`src/rtl/snn_pkg.sv`:
```
// Shared definitions for the SNN motor path: steering command codes and decoder FSM states.
// No timing of its own.
// No flow control of its own.
package snn_pkg;

  // Steering command encoding seen by the motor driver
  localparam logic [1:0] CMD_STOP    = 2'b00;
  localparam logic [1:0] CMD_LEFT    = 2'b01;
  localparam logic [1:0] CMD_RIGHT   = 2'b10;
  localparam logic [1:0] CMD_FORWARD = 2'b11;

  // Rate decoder control states
  typedef enum logic [1:0] {
    ST_IDLE   = 2'b00,
    ST_ACCUM  = 2'b01,
    ST_DECIDE = 2'b10
  } state_t;

endpackage

```
`src/rtl/spike_rate_counter.sv`:
```
// Saturating per-channel spike counter with close/clear and a snapshot of the closed window.
// Latency: snapshot valid the cycle after the close cycle; a close-cycle spike lands in the snapshot.
// No backpressure: en=0 freezes count and snapshot; spikes seen while en=0 are ignored.
module spike_rate_counter
  import snn_pkg::*;
#(
  parameter int CNT_W = 10
) (
  input  logic             clk,
  input  logic             rst,
  input  logic             en,
  input  logic             spike,
  input  logic             close,
  output logic [CNT_W-1:0] snap
);
  localparam logic [CNT_W-1:0] CNT_MAX = '1;

  logic [CNT_W-1:0] cnt;
  logic [CNT_W-1:0] cnt_inc;

  // Count including this cycle's spike, held at the ceiling instead of wrapping
  assign cnt_inc = (spike && (cnt != CNT_MAX)) ? cnt + CNT_W'(1) : cnt;

  // Accumulate; on close hand the total (with the closing spike) to the snapshot and restart at 0
  always_ff @(posedge clk or posedge rst) begin
    if (rst) begin
      cnt  <= '0;
      snap <= '0;
    end else if (en) begin
      if (close) begin
        snap <= cnt_inc;
        cnt  <= '0;
      end else begin
        cnt  <= cnt_inc;
      end
    end
  end

endmodule

```
`src/rtl/spike_motor_decoder.sv`:
```
// Rate decoder: counts Left/Right spikes over WIN_LEN enabled cycles and converts them to a steering command.
// Latency: window close cycle N -> cmd and cmd_valid visible at enabled cycle N+2.
// No backpressure: en=0 freezes all state and masks cmd_valid; a pending decision waits for en to return.
module spike_motor_decoder
  import snn_pkg::*;
#(
  parameter int WIN_LEN    = 1000,
  parameter int CNT_W      = 10,
  parameter int DIFF_TH    = 3,
  parameter int MIN_SPIKES = 1
) (
  input  logic             clk,
  input  logic             rst,
  input  logic             en,
  input  logic [1:0]       spike_in,
  output logic [1:0]       cmd,
  output logic             cmd_valid,
  output logic [CNT_W-1:0] rate_left,
  output logic [CNT_W-1:0] rate_right
);
  localparam int               WIN_W    = (WIN_LEN > 1) ? $clog2(WIN_LEN) : 1;
  localparam logic [WIN_W-1:0] WIN_LAST = WIN_W'(WIN_LEN - 1);
  localparam logic [CNT_W:0]   MIN_EXT  = (CNT_W+1)'(MIN_SPIKES);
  localparam logic [CNT_W:0]   TH_EXT   = (CNT_W+1)'(DIFF_TH);

  state_t           state;
  state_t           state_nxt;
  logic [WIN_W-1:0] win_cnt;
  logic             close;
  logic             valid_q;
  logic [1:0]       decision;
  logic [CNT_W:0]   l_ext;
  logic [CNT_W:0]   r_ext;
  logic [CNT_W:0]   sum;

  assign close = en && (win_cnt == WIN_LAST);

  // Window position; runs on every enabled cycle so windows abut with no gap
  always_ff @(posedge clk or posedge rst) begin
    if (rst) begin
      win_cnt <= '0;
    end else if (en) begin
      win_cnt <= close ? '0 : win_cnt + WIN_W'(1);
    end
  end

  spike_rate_counter #(.CNT_W(CNT_W)) u_left (
    .clk   (clk),
    .rst   (rst),
    .en    (en),
    .spike (spike_in[0]),
    .close (close),
    .snap  (rate_left)
  );

  spike_rate_counter #(.CNT_W(CNT_W)) u_right (
    .clk   (clk),
    .rst   (rst),
    .en    (en),
    .spike (spike_in[1]),
    .close (close),
    .snap  (rate_right)
  );

  // FSM state register
  always_ff @(posedge clk or posedge rst) begin
    if (rst) begin
      state <= ST_IDLE;
    end else begin
      state <= state_nxt;
    end
  end

  // FSM next state: decide one enabled cycle after each close
  always_comb begin
    state_nxt = state;
    case (state)
      ST_IDLE:   if (en)    state_nxt = ST_ACCUM;
      ST_ACCUM:  if (close) state_nxt = ST_DECIDE;
      ST_DECIDE: if (en)    state_nxt = ST_ACCUM;
      default:              state_nxt = ST_IDLE;
    endcase
  end

  // Steering decision from the latched window rates, one bit wider so sums never overflow
  always_comb begin
    l_ext    = {1'b0, rate_left};
    r_ext    = {1'b0, rate_right};
    sum      = l_ext + r_ext;
    decision = CMD_FORWARD;
    if (sum < MIN_EXT) begin
      decision = CMD_STOP;
    end else if (l_ext >= r_ext + TH_EXT) begin
      decision = CMD_LEFT;
    end else if (r_ext >= l_ext + TH_EXT) begin
      decision = CMD_RIGHT;
    end
  end

  // Register the command at the end of DECIDE and flag it for the following enabled cycle
  always_ff @(posedge clk or posedge rst) begin
    if (rst) begin
      cmd     <= CMD_STOP;
      valid_q <= 1'b0;
    end else if (en) begin
      valid_q <= (state == ST_DECIDE);
      if (state == ST_DECIDE) begin
        cmd <= decision;
      end
    end
  end

  // A pulse pending across an en=0 stretch stays held and is shown once en returns
  assign cmd_valid = valid_q & en;

endmodule

```
`config.mk`:
```
export PLATFORM = sky130hd
export DESIGN_NAME = spike_motor_decoder
export DESIGN_NICKNAME = d
export VERILOG_FILES = /design/src/rtl/snn_pkg.sv /design/src/rtl/spike_rate_counter.sv /design/src/rtl/spike_motor_decoder.sv
export SDC_FILE = /design/constraint.sdc
export NUM_CORES = 1
export LEC_CHECK = 0
export CORE_MARGIN = 3
export CORE_UTILIZATION = 40
export DETAILED_ROUTE_END_ITERATION = 8
export PLACE_DENSITY = 0.56
export SYNTH_ARGS = -nofsm -noshare
export SYNTH_HDL_FRONTEND = slang
export SYNTH_SLANG_ARGS = --single-unit
```
`constraint.sdc`:
```
create_clock -name clk -period 4.4 [get_ports clk]
set_input_delay 0.88 -clock clk [delete_from_list [all_inputs] [get_ports clk]]
set_output_delay 0.88 -clock clk [all_outputs]
set_load 0.01 [all_outputs]
```
==> qor.yml <==
drt-vias-per-instance: 5.46
crit_fanout: 22
syn_nets: 484
antenna_found_initial: 0
synth-edff-count: 0
track_usage_pct: 17.4
use_met3_pct: 2.66
wl_per_cell_um: 15.5
numCtsBuffers: 5
finalMaxSlewViolations: 0
worst_pin_slew_ns: 0.789
layout-drive-gt1-share_pct: 4.72
cp.required_ns: 3.52
grt_overflow: 0
cp_top_family: "buffers and inverters"
avgSynthCellArea_um2: 8.83
cp_cell_sequence: "clkdlybuf4s50_1 -> buf_4 -> inv_1 -> nor2_1 -> clkdlybuf4s50_1"
antenna_left: 0
yosysWarnings: 0
netlist_instances: 444
synth_ff_type: "dfrtp_1"
power_density_nw_per_um2: 275
worstSkewPairLatency_ns: 0.31
rsz0062_at_grt: "no"
postCtsSetupRepairBufs: 0
worstPathArrival_ns: 2.29
cts.sinks: 55
final.period_utilization_pct: 72.0
start_kind: "input port"
fmax_ghz: 0.316
p_clk_share_pct: 27.2
ios: 28
cp_slowest_stage_delay_ns: 0.53
p_switching_mw: 0.377
vdd_drop_max_uv: 223
synthSimpleGateAreaFrac_pct: 18.9
fin_crit_ns: 3.17
wl_um: 9200
fp.dieW_um: 105
synthTopCellsByCount: "60 x nand2_1, 55 x dfrtp_1, 49 x o21ai_0, 34 x ha_1, 29 x nor2_1"
worst-path-buf-inv: 4
grt_pass1_wl_um: 15900
dp_hpwl_um: 6930
worst-path-stages: 5
grt_use_met1_pct: 22.7
clkTransAtPathRegs_ns: 0.10
synth_area_um2: 3920
place.port_buffers: 27
crit_top_cell: "clkdlybuf4s50_1"
crit_slowest_cell: "clkdlybuf4s50_1"
ctsHoldBuffers: 0
num_antenna_cells: 0
synth_cell_types: 59
coreArea_um2: 9370
crit_type: "input port to output pin"
grt_max_degree: 46
drt-pass1-iter-count: 4
r2r_cells: 11
grt_pass1_vias: 3242
drv_cap: 0
end_kind: "output pin"
tns_ns: 0
tritoncts: "yes"
relSlewSlack_pct: 47.3
dieArea_um2: 11000
swShare_pct: 31.0
h-tree-depth: 2
finalNetCount: 506
fin_worst_skew_ns: 0.00730
start_util_pct: 41.8
die_y_um: 105
pwr-share-seq_pct: 55.2
row_count: 35
syn2layout_area_growth_pct: 12.8
p_int_mw: 0.838
yosysTopAreaCellShare_pct: 35.1
cts_root_buffer: "clkbuf_8"
synth_fa_ha_area_share_pct: 11.4
comb_power_share_pct: 17.6
synth_xor_xnor_area_share_pct: 9.61
status: "completed"
p_leak_nw: 1.86
cts_max_path_buffers: 2
fin_hold_ws_ns: 0.506
ys_async_sr_fraction_pct: 100
ctsResizeCount: 0
worstHoldPathCells: 1
first_iter_violations: 207
synthMuxAreaShare_pct: 1.31
gr-max-usage-layer: "met2"
yosysSeqAreaShare_pct: 35.1
setup_viol: 0
gp_congestion: 0.886
synth_most_common_cell: "nand2_1"
vias: 3247
hold_violations: 0
hold_class: "flop to flop"
synth_top_area_cell: "dfrtp_1"
synth_top_family_by_area: "compound AO/OA/AOI/OAI gates"
synth_top_cells_by_area: "dfrtp_1 35%, ha_1 11%, o21ai_0 6.3%"
use_met2_pct: 29.6
synth_compound_area_share_pct: 19.9
drc: 0
ys_ff_latch: 55
[layer usage]
layer	vias to the layer above	wire length (um)
met5	-	0
met4	0	238
met3	15	225
met2	48	4350
met1	1536	4390
li1	1648	-
[per-stage QoR]
| step | std cells | utilization, % | instance area [um2] | setup slack, ns | power [mW] |
|---|---|---|---|---|---|
| finish | 595 | 47.2 | 4420 | 1.23 | 1.21 |
| global route | 595 | 47.2 | 4420 | 1.12 | 1.29 |
| CTS | 595 | 47.2 | 4420 | 1.22 | 1.22 |
| detailed placement | 588 | 46.1 | 4320 | 1.24 | 0.893 |
| global placement | 588 | 46.1 | 4320 | 1.23 | 0.886 |
| floorplan | 444 | - | 3920 | 1.90 | 0.830 |
[sequential cells by signal, indices dropped and copies added (netlist names)]
register,flops
u_left.cnt,10
win_cnt,10
valid_q,1
u_right.snap,10
state,2
cmd,2
u_left.snap,10
u_right.cnt,10
[kinds of logic (layout without fill, tap and decap cells)]
family          count (synthesis)  in the layout
flops                          55             55
mux                             5              5
xor+xnor                       43             43
fa+ha+maj                      35             35
simple gates                  153            153
compound gates                115            115
buf+inv                        38             60
[placed cells by master, fill, tap and decap left out, types with 2 or more instances in the layout]
cell	instances
a21o_1	5
a21oi_1	15
a22o_1	3
a311oi_1	3
a31oi_1	5
and2_1	2
and3_1	10
and4_1	3
buf_4	5
clkbuf_8	5
clkdlybuf4s50_1	27
dfrtp_1	55
ha_1	34
inv_1	20
mux2i_1	4
nand2_1	60
nand2b_1	3
nand3_1	13
nand3b_1	2
nand4_1	12
nor2_1	29
nor3_1	4
nor4_1	4
o211a_1	2
o211ai_1	2
o21a_1	3
o21ai_0	49
o21ai_1	2
o22ai_1	2
o2bb2ai_1	2
o31ai_1	6
or3_1	3
xnor2_1	21
xor2_1	22
[path summary, 6_finish.rpt]
kind	start	end	slack, ns
min reg2reg	win_cnt[2]	win_cnt[2]	0.51
max reg2reg	u_right.snap[1]	cmd[0]	1.53
min	win_cnt[2]	win_cnt[2]	0.51
max	en	cmd_valid	1.23
min in group asynchronous	rst	cmd[0]	1.02
max in group asynchronous	rst	u_left.cnt[5]	2.60
[power groups by stage]
| stage | Clock [mW] | Sequential (mW) | Combinational [mW] |
|---|---|---|---|
| after floorplan | 0 | 0.639 | 0.191 |
| after global placement | 0 | 0.675 | 0.211 |
| after detailed placement | 0 | 0.677 | 0.216 |
| after CTS | 0.336 | 0.669 | 0.218 |
| after global routing | 0.358 | 0.683 | 0.244 |
| final | 0.330 | 0.670 | 0.214 |
[cell type report]
class | instances | area (um2)
clock buffer | 6 | 72.6
sequential | 55 | 1380
multi-input combinational | 351 | 2390
tap | 129 | 161
inverter | 21 | 78.8
timing repair buffer | 32 | 308
fill | 953 | 4950
clock inverter | 1 | 30.0
(Power assumes the default switching activity.)
